`src/rtl/alu_pkg.sv`:
```
// Shared definitions for the sequential ALU: opcodes, FSM states, shifter modes
// and the bit positions of the packed N/Z/C/V flag register.
package alu_pkg;

    typedef enum logic [3:0] {
        OP_NOP  = 4'd0,
        OP_ADD  = 4'd1,
        OP_SUB  = 4'd2,
        OP_NAND = 4'd3,
        OP_SHL  = 4'd4,
        OP_SHR  = 4'd5,
        OP_OUT  = 4'd6,
        OP_IN   = 4'd7,
        OP_MOV  = 4'd8,
        OP_ASR  = 4'd9,
        OP_ADC  = 4'd10
    } op_e;

    typedef enum logic {
        ST_IDLE  = 1'b0,
        ST_SHIFT = 1'b1
    } state_e;

    typedef enum logic [1:0] {
        SH_LEFT        = 2'd0,
        SH_RIGHT_LOGIC = 2'd1,
        SH_RIGHT_ARITH = 2'd2
    } shift_mode_e;

    localparam int NUM_FLAGS = 4;
    localparam int FLAG_V    = 0;
    localparam int FLAG_C    = 1;
    localparam int FLAG_Z    = 2;
    localparam int FLAG_N    = 3;

    function automatic logic is_shift_op(input op_e op);
        return (op == OP_SHL) || (op == OP_SHR) || (op == OP_ASR);
    endfunction

endpackage

```
`src/rtl/alu_shift_iter.sv`:
```
// Iterative one-bit-per-cycle shifter: holds the working value, remaining count
// and shift mode; the top FSM loads it, steps it, and commits on 'last'.
module alu_shift_iter
    import alu_pkg::*;
#(
    parameter int WIDTH   = 8,
    parameter int SHAMT_W = $clog2(WIDTH)
) (
    input  logic               clk,
    input  logic               rst,
    input  logic               load,
    input  logic               step,
    input  shift_mode_e        mode,
    input  logic [WIDTH-1:0]   load_data,
    input  logic [SHAMT_W-1:0] load_count,
    output logic [WIDTH-1:0]   next_data,
    output logic               out_bit,
    output logic               last
);

    logic [WIDTH-1:0]   work;
    logic [SHAMT_W-1:0] count;
    shift_mode_e        mode_q;

    always_ff @(posedge clk) begin
        if (rst) begin
            work   <= '0;
            count  <= '0;
            mode_q <= SH_LEFT;
        end else if (load) begin
            work   <= load_data;
            count  <= load_count;
            mode_q <= mode;
        end else if (step) begin
            work   <= next_data;
            count  <= count - SHAMT_W'(1);
        end
    end

    // The value after one more shift and the bit that shift drops off the end.
    always_comb begin
        next_data = work;
        out_bit   = 1'b0;
        case (mode_q)
            SH_LEFT: begin
                next_data = {work[WIDTH-2:0], 1'b0};
                out_bit   = work[WIDTH-1];
            end
            SH_RIGHT_LOGIC: begin
                next_data = {1'b0, work[WIDTH-1:1]};
                out_bit   = work[0];
            end
            SH_RIGHT_ARITH: begin
                next_data = {work[WIDTH-1], work[WIDTH-1:1]};
                out_bit   = work[0];
            end
            default: begin
                next_data = work;
                out_bit   = 1'b0;
            end
        endcase
    end

    assign last = (count == SHAMT_W'(1));

endmodule

```
`src/rtl/alu_seq.sv`:
```
// Registered ALU with a start/busy/done handshake and multi-cycle shifts.
// Define ALU_SEQ_CARRY_EN to enable the C/V flags and the ADC opcode.
module alu_seq
    import alu_pkg::*;
#(
    parameter int WIDTH   = 8,
    parameter int SHAMT_W = $clog2(WIDTH)
) (
    input  logic             clk,
    input  logic             rst,
    input  logic             start,
    input  logic [3:0]       sel,
    input  logic [WIDTH-1:0] in_A,
    input  logic [WIDTH-1:0] in_B,
    output logic [WIDTH-1:0] result,
    output logic             N,
    output logic             Z,
    output logic             C,
    output logic             V,
    output logic             busy,
    output logic             done
);

`ifdef ALU_SEQ_CARRY_EN
    localparam logic CARRY_EN = 1'b1;
`else
    localparam logic CARRY_EN = 1'b0;
`endif

    op_e                  op;
    state_e               state;
    state_e               next_state;
    logic [NUM_FLAGS-1:0] flags;
    logic [SHAMT_W-1:0]   shamt;
    logic                 is_shift;
    shift_mode_e          sh_mode;
    logic                 sh_load;
    logic                 sh_step;
    logic                 sh_last;
    logic                 sh_out;
    logic [WIDTH-1:0]     sh_next;

    logic                 carry_in;
    logic [WIDTH:0]       sum;
    logic [WIDTH:0]       diff;
    logic [WIDTH-1:0]     alu_res;
    logic                 alu_c;
    logic                 alu_v;
    logic                 alu_upd;

    logic                 done_d;
    logic                 upd;
    logic [WIDTH-1:0]     upd_res;
    logic                 upd_c;
    logic                 upd_v;

    assign op       = op_e'(sel);
    assign shamt    = in_B[SHAMT_W-1:0];
    assign is_shift = is_shift_op(op);
    assign sh_mode  = (op == OP_SHR) ? SH_RIGHT_LOGIC :
                      (op == OP_ASR) ? SH_RIGHT_ARITH : SH_LEFT;
    assign carry_in = (op == OP_ADC) ? flags[FLAG_C] : 1'b0;

    alu_shift_iter #(
        .WIDTH   (WIDTH),
        .SHAMT_W (SHAMT_W)
    ) u_shift (
        .clk        (clk),
        .rst        (rst),
        .load       (sh_load),
        .step       (sh_step),
        .mode       (sh_mode),
        .load_data  (in_A),
        .load_count (shamt),
        .next_data  (sh_next),
        .out_bit    (sh_out),
        .last       (sh_last)
    );

    // Single-cycle datapath; ops that do not update default to the held result.
    always_comb begin
        sum     = {1'b0, in_A} + {1'b0, in_B} + {{WIDTH{1'b0}}, carry_in};
        diff    = {1'b0, in_A} - {1'b0, in_B};
        alu_res = result;
        alu_c   = 1'b0;
        alu_v   = 1'b0;
        alu_upd = 1'b0;
        case (op)
            OP_ADD, OP_ADC: begin
                if (op == OP_ADD || CARRY_EN) begin
                    alu_res = sum[WIDTH-1:0];
                    alu_c   = sum[WIDTH];
                    alu_v   = (in_A[WIDTH-1] == in_B[WIDTH-1]) &&
                              (sum[WIDTH-1] != in_A[WIDTH-1]);
                    alu_upd = 1'b1;
                end
            end
            OP_SUB: begin
                alu_res = diff[WIDTH-1:0];
                alu_c   = diff[WIDTH];
                alu_v   = (in_A[WIDTH-1] != in_B[WIDTH-1]) &&
                          (diff[WIDTH-1] != in_A[WIDTH-1]);
                alu_upd = 1'b1;
            end
            OP_NAND: begin
                alu_res = ~(in_A & in_B);
                alu_upd = 1'b1;
            end
            OP_OUT: begin
                alu_res = in_A;
                alu_upd = 1'b1;
            end
            OP_IN: begin
                alu_res = '0;
                alu_upd = 1'b1;
            end
            OP_MOV: begin
                alu_res = in_B;
                alu_upd = 1'b1;
            end
            default: begin
                alu_upd = 1'b0;
            end
        endcase
    end

    always_ff @(posedge clk) begin
        if (rst) begin
            state <= ST_IDLE;
        end else begin
            state <= next_state;
        end
    end

    // Start is only looked at in IDLE, so requests during a shift are dropped.
    always_comb begin
        next_state = state;
        sh_load    = 1'b0;
        sh_step    = 1'b0;
        done_d     = 1'b0;
        upd        = 1'b0;
        upd_res    = '0;
        upd_c      = 1'b0;
        upd_v      = 1'b0;
        case (state)
            ST_IDLE: begin
                if (start) begin
                    if (is_shift && shamt != '0) begin
                        sh_load    = 1'b1;
                        next_state = ST_SHIFT;
                    end else if (is_shift) begin
                        done_d  = 1'b1;
                        upd     = 1'b1;
                        upd_res = in_A;
                    end else begin
                        done_d  = 1'b1;
                        upd     = alu_upd;
                        upd_res = alu_res;
                        upd_c   = alu_c;
                        upd_v   = alu_v;
                    end
                end
            end
            ST_SHIFT: begin
                sh_step = 1'b1;
                if (sh_last) begin
                    done_d     = 1'b1;
                    upd        = 1'b1;
                    upd_res    = sh_next;
                    upd_c      = sh_out;
                    next_state = ST_IDLE;
                end
            end
            default: begin
                next_state = ST_IDLE;
            end
        endcase
    end

    always_ff @(posedge clk) begin
        if (rst) begin
            result <= '0;
            flags  <= '0;
            done   <= 1'b0;
        end else begin
            done <= done_d;
            if (upd) begin
                result        <= upd_res;
                flags[FLAG_N] <= upd_res[WIDTH-1];
                flags[FLAG_Z] <= (upd_res == '0);
                flags[FLAG_C] <= upd_c & CARRY_EN;
                flags[FLAG_V] <= upd_v & CARRY_EN;
            end
        end
    end

    assign busy = (state == ST_SHIFT);
    assign N    = flags[FLAG_N];
    assign Z    = flags[FLAG_Z];
    assign C    = flags[FLAG_C];
    assign V    = flags[FLAG_V];

endmodule

```
`config.mk`:
```
export PLATFORM = sky130hd
export DESIGN_NAME = alu_seq
export DESIGN_NICKNAME = d
export VERILOG_FILES = /design/src/rtl/alu_pkg.sv /design/src/rtl/alu_shift_iter.sv /design/src/rtl/alu_seq.sv
export SDC_FILE = /design/constraint.sdc
export NUM_CORES = 1
export LEC_CHECK = 0
export BUFFER_PORTS_ARGS = -buffer_cell sky130_fd_sc_hd__clkbuf_2
export CAP_MARGIN = 20
export CORE_UTILIZATION = 53
export DETAILED_ROUTE_END_ITERATION = 7
export GPL_ROUTABILITY_DRIVEN = 1
export MAX_ROUTING_LAYER = met4
export PLACE_DENSITY = 0.74
export SLEW_MARGIN = 20
export SYNTH_ARGS = -nofsm -noshare
export SYNTH_HDL_FRONTEND = slang
export SYNTH_SLANG_ARGS = --single-unit
```
`constraint.sdc`:
```
create_clock -name clk -period 4.1 [get_ports clk]
set_input_delay 0.205 -clock clk [delete_from_list [all_inputs] [get_ports clk]]
set_output_delay 0.205 -clock clk [all_outputs]
set_load 0.005 [all_outputs]
```
# After elaboration in Yosys (flattened, before gate mapping)
# Index checks and enable logic that the tools add are counted.
[op_classes]
shift = 0
n_bitwise = 3
n_div = 0
reduce_logical = 9
n_eq_ne = 13
order_cmp = 0
muxes = 30
n_mul = 0
addsub = 3
[ops]
columns = ["operator", "count"]
rows = [
  ["$mux W8", 7],
  ["$pmux W8 S6", 1],
  ["$pmux W8 S3", 1],
  ["$eq A4 B3 Y1 const B", 4],
  ["$pmux W8 S2", 1],
  ["$eq A4 B4 Y1 const B", 3],
  ["$mux W1", 12],
  ["$add A8 B8 Y8", 1],
  ["$and A8 B8 Y8", 1],
  ["$eq A4 B2 Y1 const B", 2],
  ["$logic_not A8 Y1", 1],
  ["$not A8 Y8", 1],
  ["$pmux W1 S2", 4],
  ["$sub A8 B8 Y8", 1],
  ["$mux W3", 2],
  ["$reduce_or A5 Y1", 1],
  ["$eq A4 B1 Y1 const B", 1],
  ["$mux W2", 2],
  ["$eq A3 B1 Y1 const B", 1],
  ["$reduce_bool A3 Y1", 1],
  ["$sub A3 B1 Y3 const B", 1],
  ["$eq A2 B1 Y1 const B", 1],
  ["$eq A2 B2 Y1 const B", 1],
  ["$logic_not A2 Y1", 1],
  ["5 further kinds", 6],
]
[totals]
ram_bits = 0
wordCells = 65
output_inout_bits = 14
latch_bits = 0
in_bits = 23
reg_bits = 25
romBits = 0
mem_count = 0

# Depth between registers and ports, before layout
# Gate-level depths: netlist (run 1).
[depth]
ltp_word = 8
mapped_depth = 12
mapped_depth_nobuf = 12

# By module
# A second synthesis (run 1) with hierarchy kept.
[hier_totals]
cells_unflattened = 394
area_unflattened_um2 = 2875.3
[modules_own_cells]
columns = ["mod", "cells_each", "instances", "seq_area_each_um2", "area_each_um2"]
rows = [
  ["alu_seq", 287, 1, 220.2, 2025.7],
  ["alu_shift_iter", 107, 1, 260.2, 849.6],
]

# Least setup slack after synthesis (run 1)
# Ideal clock, no wire load.
[synth_timing]
kind = "input port to flip-flop"
from = "input port in_A[0]"
to = "register flags[2]"
setup_slack_ns = 1.903
n_path_buf = 0
required_time_ns = 4.016
path_stages = 10
setup_ns = 0.084
arrival_ns = 2.113
path_cell_list = "ha_1 -> fa_1 -> a21oi_1 -> a2bb2oi_1 -> nor2_1 -> a211oi_1 -> o22ai_1 -> or3_1 -> nand4bb_1 -> o31ai_2"
[synth_between]
elab_chain_len = 8
elab_cells_between_ends = 11
classes_between = "add/sub: 2; mux: 6; bitwise: 2; reduce/logical: 1"
[synth_rtl]
columns = ["item", "line_no", "rtl"]
rows = [
  ["start, declared", "alu_seq.sv:13", "input logic [WIDTH-1:0] in_A,"],
  ["$add A8 B8 Y8 / $and A8 B8 Y8 (equally long branches)", "alu_seq.sv:82, alu_seq.sv:106", ""],
  ["$mux W8 / $not A8 Y8 (equally long branches)", "alu_seq.sv:90, alu_seq.sv:106", ""],
  ["$pmux W8 S6", "alu_seq.sv:88", "case (op)"],
  ["$mux W8 *", "alu_seq.sv:151", "end else if (is_shift) begin"],
  ["$mux W8 *", "alu_seq.sv:148", "if (is_shift && shamt != '0) begin"],
  ["$mux W8 *", "alu_seq.sv:147", "if (start) begin"],
  ["$pmux W8 S2 *", "alu_seq.sv:145", "case (state)"],
  ["$logic_not A8 Y1 *", "alu_seq.sv:190", "flags[FLAG_Z] <= (upd_res == '0);"],
  ["end signal, assigned by index", "alu_seq.sv:190", ""],
  ["end signal, assigned by index", "alu_seq.sv:191", "flags[FLAG_C] <= upd_c & CARRY_EN;"],
  ["end signal, assigned by index", "alu_seq.sv:192", "flags[FLAG_V] <= upd_v & CARRY_EN;"],
  ["end, declared", "alu_seq.sv:33", "logic [NUM_FLAGS-1:0] flags;"],
]
# Every way passes the cells marked *; elsewhere a longest branch is shown, timed or not.
# A chain may end at the register's enable or synchronous reset.

# Worst setup path after layout (run 1)
[layout_timing]
from = "register state (netlist: busy)"
to = "register flags[2]"
[layout_between]
elab_chain_len = 3
elab_cells_between_ends = 4
classes_between = "mux: 2; bitwise: 1; reduce/logical: 1"
[layout_rtl]
columns = ["item", "line_no", "rtl"]
rows = [
  ["start, declared", "alu_seq.sv:31", "state_e state;"],
  ["start signal, assigned", "alu_seq.sv:131", "state <= next_state;"],
  ["$not A1 Y1", "-", ""],
  ["$pmux W8 S2", "alu_seq.sv:145", ""],
  ["$logic_not A8 Y1", "alu_seq.sv:190", ""],
]
# Several ways; a longest one is shown, not always the timed one.

==> impl_metrics.tcl, run 1 <==
set metrics [dict create \
    r2r_end "flags[2]" \
    synth_common_cells "45 x nor2_1, 27 x nand2_1, 26 x a21oi_1" \
    power_mw 0.699 \
    r2r_start "busy" \
    yosys-top-cells-area "dfxtp_1 17%, ha_1 7.6%, nor2_1 6.1%" \
    yosysSeqAreaShare_pct 17.2 \
    cp_slowest_cell "dfxtp_1" \
    worst-r2r-setup-slack_ps 1570 \
    ctsHoldBuffers 0 \
    clkSlewWorstSetupHoldPaths_ps 80 \
    worstRegToRegCells 8 \
    place_hpwl_mm 5.87 \
    fmax_mhz 395 \
    cts_max_path_buffers 2 \
    max-slew-margin-rel_pct 56.0 \
    drive_gt1_share_pct 15.7 \
    power_density_nw_per_um2 239 \
    finalSetupViolCount 0 \
    grt_use_total_pct 29.4 \
    synth_top_area_share_pct 17.2 \
    hold_class "input port to register" \
    cts_resized 0 \
    cts.htree.levels 1 \
    rsz0062_at_grt "false" \
    cts_tree "yes" \
    yosys.area_share.simple_pct 26.1 \
    switching_power_mw 0.250 \
    whs_path_depth 3 \
    cts.sinks 24 \
    synthAdderAreaFrac_pct 9.06 \
    numPortBuffers 34 \
    status "completed" \
    nets 426 \
    crit_chain "inv_1 > nand2_1 > o21ba_2 > o21ai_0 > o22ai_1 > or3_1 > nand4bb_1 > o31ai_2" \
    finalCritPeriodShare_pct 61.8 \
    cp-startpoint "busy" \
    cp-end-kind "register" \
    synth_top_family_by_area "compound AO/OA/AOI/OAI gates" \
    die_x_um 74.6 \
    hold_viol_final 0 \
    row_count 26 \
    slowest_delay_ps 660 \
    synth_edf_count 0 \
    cp.arrival_ps 2730 \
    stdcell_count 453 \
    fin_tns_setup_ps 0 \
    clock-root-buffer "clkbuf_8" \
    route.detailed.drc 0 \
    ys_warn_count 0 \
    ios 37 \
    place_area_um2 2860 \
    critical_path.max_fanout 18 \
    die_area_um2 5560 \
    period_needed_ps 2530 \
    final_area_um2 2920 \
    antenna_cells 0 \
    cp-endpoint "flags[2]" \
    power.share.clock_pct 23.4 \
    synth-compound-area-share_pct 30.2 \
    final.setup_skew_ps 2.79 \
    wl_per_cell_um 16.6 \
    clock_latency_ps 270 \
    synth_top_cell_by_area "dfxtp_1" \
    first_pass_iters 6 \
    cts_buffers 3 \
    seqPwrFrac_pct 37.7 \
    first_iter_violations 251 \
    drv_cap 0 \
    cts_setup_buffers 0 \
    numPlacedInstances 449 \
    slew_violations 0 \
    gp_congestion 0.936 \
    routed_wl_mm 7.52 \
    p_int_mw 0.449 \
    synth_cell_types 63 \
    yosysMostFrequentCell "nor2_1" \
    leakagePower_nw 1.19 \
    cp-start-kind "register" \
    ys_seq_elements 24 \
    path_buf_inv 1 \
    vias 2832 \
    cp.required_ps 4300 \
    swShare_pct 35.8 \
    avgSynthCellArea_um2 7.46 \
    viasPerCell 6.25 \
    start_util_pct 55.0 \
    core_region_area_um2 5070 \
    tightest_slew_ps 655 \
    synth_xor_area_share_pct 2.83 \
    synthFlopType "dfxtp_1" \
    grt_antenna_before_repair 0 \
    combPwrFrac_pct 39.0 \
    postRouteAntennaNets 0 \
    synthesis.instances 374 \
    ir_worst_vdd_mv 0.221 \
    area_growth_pct 4.53 \
    crit_type "register to register" \
    grt_max_degree 27 \
    async_flop_share_pct 0 \
    overflow 0 \
    netlist_area_um2 2790 \
    path_depth 8 \
    crit_family "simple AND/OR/NAND/NOR gates" \
    muxShareOfSynthArea_pct 5.25 \
    grt_pass1_vias 2526 \
    fp.dieH_um 74.6 \
    fillers 515 \
    fin_util_pct 57.5 \
    grt_pass1_wl_mm 12.2 \
]
## through the flow
stage | setup slack, ps | hold WS [ps]
floorplan | 1900 | 362
global placement | 1540 | 487
detailed placement | 1490 | 499
CTS | 1590 | 247
global route | 1390 | 271
finish | 1570 | 256
## worst min-delay path by stage
stage	start	to
after floorplan	in_A[3]	u_shift.work[3]
after global placement	u_shift.work[0]	u_shift.work[0]
after detailed placement	u_shift.count[2]	u_shift.count[2]
after CTS	in_A[7]	u_shift.work[7]
after global routing	in_A[3]	u_shift.work[3]
final	in_A[4]	u_shift.work[4]
## registers in the layout, summed over array words and instances, names as in the netlist
name            cells
u_shift.work        8
flags               1
done                1
result              8
busy                1
u_shift.mode_q      2
u_shift.count       3
## cells by family after synthesis
| logic type | after synthesis |
|---|---|
| flip-flops | 24 |
| buffers and inverters | 47 |
| AO/OA/AOI/OAI | 122 |
| XOR/XNOR | 9 |
| multiplexers | 14 |
| other | 1 |
| AND/OR/NAND/NOR | 138 |
| adder cells (fa/ha/maj) | 19 |
## worst min-delay path: cells and delay by family
| kind | cells | cell delay, ps |
|---|---|---|
| buffers and inverters | 1 | 140 |
| and+or+nand+nor | 1 | 70 |
| AOI/OAI and AO/OA | 1 | 70 |
## per-layer routing
layer | GRT usage (%) | part of all wire [%] | vias to the layer above | wire length [um]
li1 | - | - | 1373 | -
met1 | 39.9 | 47 | 1317 | 3540
met2 | 45.2 | 45 | 125 | 3360
met3 | 5.15 | 6.1 | 17 | 458
met4 | 7.34 | 2.3 | 0 | 171
met5 | - | 0 | - | 0
## layout by cell type, fill, tap and decap left out, types with 6 or more instances in the layout
master    synthesis  routed
and2_1           10      10
nor3_1           11      11
nor2b_1           9       9
a21oi_1          26      26
inv_1            15      15
nand2b_1          7       7
o22ai_1          10      10
nand2_1          27      27
mux2i_1           9       9
xnor2_1           6       6
a211oi_1         12      12
dfxtp_1          24      24
o21ai_0          23      23
nor2_1           45      45
clkbuf_2          0      34
ha_1             17      17
a311oi_1          8       8
## layout make-up
| type | count | area, um2 | share of cell area [%] |
|---|---|---|---|
| clock buffers | 4 | 55.1 | 1.89 |
| inverters | 16 | 60.1 | 2.06 |
| multi-input cells | 304 | 2060 | 70.5 |
| flip-flops and latches | 24 | 480 | 16.5 |
| well taps | 70 | 87.6 | 3.00 |
| repair buffers | 35 | 178 | 6.09 |
## power groups by stage
stage / Clock, mW / Combinational, mW / Sequential [mW]
2_1_floorplan: 0 / 0.208 / 0.263
3_3_place_gp: 0 / 0.263 / 0.268
3_5_place_dp: 0 / 0.267 / 0.268
4_1_cts: 0.165 / 0.268 / 0.263
5_1_grt: 0.176 / 0.300 / 0.266
6_report: 0.163 / 0.272 / 0.263
(Power assumes the default switching activity.)
==> run 2, diff against run 1 <==
clock period = 2.6 ns   (was 4.1 ns; I/O delays follow)
==> run 2 against run 1 <==
Worst hold slack lost 69 ps. Critical endpoint unchanged. Combinational power grew 68%. Critical path type is now input port to register. Global-route usage grew 1.5 points.
==> impl_metrics.tcl, run 2 (synthesis results as in run 1) <==
set metrics [dict create \
    status "completed" \
    power_density_nw_per_um2 372 \
    finalSetupViolCount 0 \
    tightest_slew_ps 530 \
    leakagePower_nw 1.26 \
    row_count 26 \
    slowest_delay_ps 440 \
    reg.largest.list "result: 8 flops, u_shift.work: 8 flops, u_shift.count: 3 flops" \
    whs_ps 186 \
    grt_max_degree 26 \
    postRouteAntennaNets 0 \
    final.setup_skew_ps 2.96 \
    die_x_um 74.6 \
    drv_cap 0 \
    rsz0062_at_grt "false" \
    grt_pass1_vias 2542 \
    numPortBuffers 34 \
    vias 2915 \
    cp-start-kind "input port" \
    drive_gt1_share_pct 18.6 \
    viasPerCell 6.24 \
    critical_path.max_fanout 4 \
    crit_family "compound AO/OA/AOI/OAI gates" \
    crit_type "input port to register" \
    finalCritPeriodShare_pct 86.2 \
    grt_antenna_before_repair 0 \
    wl_per_cell_um 17.1 \
    die_area_um2 5560 \
    clock_latency_ps 270 \
    fp.dieH_um 74.6 \
    cts_resized 0 \
    path_buf_inv 1 \
    clock-root-buffer "clkbuf_8" \
    mostFrequentLayoutCell "nor2_1" \
    slew_violations 0 \
    fin_tns_setup_ps 0 \
    start_util_pct 55.0 \
    max-slew-margin-rel_pct 64.6 \
    core_region_area_um2 5070 \
    gp_congestion 0.967 \
    ios 37 \
    hold_viol_final 0 \
    cts_max_path_buffers 2 \
    nets 440 \
    route.detailed.drc 0 \
    antenna_cells 0 \
    hold_class "input port to register" \
    routed_wl_mm 7.99 \
    fin_util_pct 59.5 \
    cp.arrival_ps 2430 \
    cts_buffers 3 \
    overflow 0 \
    fmax_mhz 446 \
    grt_pass1_wl_mm 12.6 \
    area_growth_pct 8.30 \
    first_pass_iters 5 \
    first_iter_violations 312 \
    mostFrequentLayoutCells "45 x nor2_1, 34 x clkbuf_2, 27 x nand2_1" \
    cts.htree.levels 1 \
    ir_worst_vdd_mv 0.284 \
    clkSlewWorstSetupHoldPaths_ps 80 \
    grt_use_total_pct 31.0 \
    ctsHoldBuffers 0 \
    place_hpwl_mm 6.14 \
    cts_tree "yes" \
    cts.sinks 24 \
    crit_chain "clkbuf_2 > ha_1 > fa_1 > a21oi_1 > a2bb2oi_1 > nor2_1 > a211oi_1 > o22ai_1 > or3_1 > nand4bb_1 > o31ai_2" \
    cp.required_ps 2780 \
    cp-end-kind "register" \
    power_mw 1.12 \
    cts_setup_buffers 0 \
    period_needed_ps 2240 \
    cp_slowest_cell "fa_1" \
]
-- run 2: worst paths after layout --
| check | startpoint | end | slack [ps] | cells after the start |
|---|---|---|---|---|
| worst max-delay path | in_B[0] | flags[2] | 360 | 11 |
| worst min-delay path | in_A[7] | u_shift.work[7] | 190 | 3 |
| worst min register to register | u_shift.count[2] | u_shift.count[2] | 510 | 2 |
| worst max register to register | u_shift.count[1] | flags[2] | 470 | 9 |
-- run 2: area by class of cell --
class / instances / area (um2)
multi-input combinational: 304 / 2060
fill: 511 / 2050
sequential: 24 / 480
timing repair buffer: 49 / 283
tap: 70 / 87.6
inverter: 16 / 60.1
clock buffer: 4 / 55.1
-- run 2: worst min-delay path, delay by kind of cell --
family / cells / cell delay, ps
and+or+nand+nor: 1 / 70
AOI/OAI and AO/OA: 1 / 80
buffers and inverters: 1 / 130
-- run 2: metrics by stage --
stage                     cells  worst slack (ps)  area, um2
after floorplan             375               478       2790
after global placement      463               188       2970
after detailed placement    463               132       2970
after CTS                   467               390       3020
after global routing        467               165       3020
final                       467               358       3020
-- run 2: power by group --
group / internal (mW) / switching (mW)
logic: 0.196 / 0.261
clock network: 0.135 / 0.120
registers: 0.390 / 0.0217
total: 0.721 / 0.403
-- run 2: layer usage --
metal	wire length, um	global-route usage [%]
met4	228	7.55
met3	718	6.23
met5	0	-
met2	3430	45.8
met1	3620	42.9
==> run 3, diff against run 2 <==
GPL_TIMING_DRIVEN = 0   (was unset)
==> run 3 against run 2 <==
Sequential power is essentially flat. Critical endpoint unchanged. Register-to-register slack lost 200 ps. Count of clock-buffer cells in the layout shrank 1. First-iteration DRC count shrank 6.4%. Worst hold slack gained 1.5 ps.
==> impl_metrics.tcl, run 3 (synthesis results as in run 1) <==
set metrics [dict create \
    path_buf_inv 1 \
    grt_pass1_wl_mm 13.0 \
    cp-end-kind "register" \
    swShare_pct 36.9 \
    crit_family "compound AO/OA/AOI/OAI gates" \
    nets 453 \
    slowest_delay_ps 440 \
    max-slew-margin-rel_pct 60.6 \
    ios 37 \
    place_area_um2 3040 \
    cts_setup_buffers 0 \
    grt_max_degree 13 \
    vias 2935 \
    antenna_cells 0 \
    status "completed" \
    cts.sinks 24 \
    cts_tree "yes" \
    area_growth_pct 10.5 \
    core_region_area_um2 5070 \
    grt_antenna_before_repair 0 \
    place_hpwl_mm 6.43 \
    cp_slowest_cell "fa_1" \
    start_util_pct 55.0 \
    hold_viol_final 0 \
    cts_buffers 3 \
    cp.arrival_ps 2630 \
    numPortBuffers 31 \
    cts.htree.levels 1 \
    power.share.clock_pct 20.2 \
    switching_power_mw 0.404 \
    combPwrFrac_pct 42.0 \
    final_area_um2 3080 \
    reg.largest.list "result: 8 flops, u_shift.work: 8 flops, u_shift.count: 3 flops" \
    drv_cap 0 \
    leakagePower_nw 1.28 \
    fmax_mhz 410 \
    finalSetupViolCount 0 \
    final.setup_skew_ps 5.17 \
    critical_path.max_fanout 6 \
    viasPerCell 6.13 \
    ir_worst_vdd_mv 0.251 \
    grt_pass1_vias 2585 \
    power_density_nw_per_um2 355 \
    cts_max_path_buffers 2 \
    crit_type "input port to register" \
    routed_wl_mm 8.27 \
    clock_latency_ps 260 \
    tightest_slew_ps 586 \
    grt_use_total_pct 31.9 \
    wl_per_cell_um 17.3 \
    overflow 0 \
    gp_congestion 0.933 \
    ctsHoldBuffers 0 \
    first_pass_iters 5 \
    row_count 26 \
    p_int_mw 0.690 \
    postRouteAntennaNets 0 \
    mostFrequentLayoutCell "nor2_1" \
    period_needed_ps 2440 \
    fp.dieH_um 74.6 \
    clkSlewWorstSetupHoldPaths_ps 90 \
    finalCritPeriodShare_pct 93.8 \
    first_iter_violations 292 \
    die_area_um2 5560 \
    crit_chain "clkbuf_2 > ha_1 > fa_1 > a21oi_1 > a2bb2oi_1 > nor2_1 > a211oi_1 > o22ai_1 > or3_1 > nand4bb_1 > o31ai_2" \
    fillers 498 \
    route.detailed.drc 0 \
    rsz0062_at_grt "false" \
    cp.required_ps 2790 \
    fin_tns_setup_ps 0 \
    cp-start-kind "input port" \
    drive_gt1_share_pct 17.6 \
    power_mw 1.09 \
    mostFrequentLayoutCells "45 x nor2_1, 31 x clkbuf_2, 27 x nand2_1" \
    hold_class "input port to register" \
    seqPwrFrac_pct 37.8 \
    slew_violations 0 \
    clock-root-buffer "clkbuf_8" \
    die_x_um 74.6 \
]
## run 3: cell types whose count changed in the layout (fill, tap and decap cells not counted), moves of 2 or more
cell,delta
buf_2,+2
buf_4,-7
clkbuf_1,+14
clkbuf_2,-3
buf_6,+5
## run 3: worst register-to-register path, delay by kind of cell (launching register included)
| kind | cells | cell delay (ps) |
|---|---|---|
| AOI/OAI and AO/OA | 6 | 1160 |
| buffers and inverters | 1 | 370 |
| and+or+nand+nor | 2 | 320 |
| DFF | 1 | 400 |
## run 3: routing by layer
metal / global-route usage (%) / wire length, um / up-vias
met4: 6.29 / 138 / 0
li1: - / - / 1414
met1: 42.8 / 3660 / 1370
met3: 4.61 / 673 / 14
met5: - / 0 / -
met2: 51.1 / 3800 / 137
## run 3: power by group through the flow
stage | Sequential (mW) | Combinational [mW] | Clock (mW)
after floorplan | 0.415 | 0.328 | 0
after global placement | 0.421 | 0.440 | 0
after detailed placement | 0.421 | 0.448 | 0
after CTS | 0.413 | 0.450 | 0.224
after global routing | 0.416 | 0.509 | 0.235
final | 0.413 | 0.460 | 0.221
## run 3: repair_timing
item | 4_1_cts | 5_1_grt
resized for setup | 0 | 1
hold endpoints to repair | 0 | 0
setup endpoints to repair | 0 | 1
## run 3: metrics by stage
stage               hold WS, ps  cells  worst slack [ps]  utilization, %
finish                      188    479               160            60.7
CTS                         181    479               215            60.7
global route                189    479              74.9            60.7
detailed placement          468    476             -51.2            59.8
floorplan                   287    375               478               -
global placement            465    476             -20.9            59.8
## run 3: layout make-up
cell class                      count  area (um2)  share of cell area, %
Sequential cell                    24         480                   15.6
Timing Repair Buffer               31         155                   5.03
Buffer                             31         198                   6.41
Inverter                           16        60.1                   1.95
Clock buffer                        3        41.3                   1.34
Tap cell                           70        87.6                   2.84
Multi-Input combinational cell    304        2060                   66.8
## run 3: path summary, 6_finish.rpt
kind | start | endpoint | slack, ps | cells after the start
worst max-delay path | in_B[0] | flags[2] | 160 | 11
worst min-delay path | in_A[4] | u_shift.work[4] | 190 | 3
worst max register to register | busy | flags[2] | 270 | 9
worst min register to register | u_shift.work[0] | u_shift.work[0] | 510 | 2
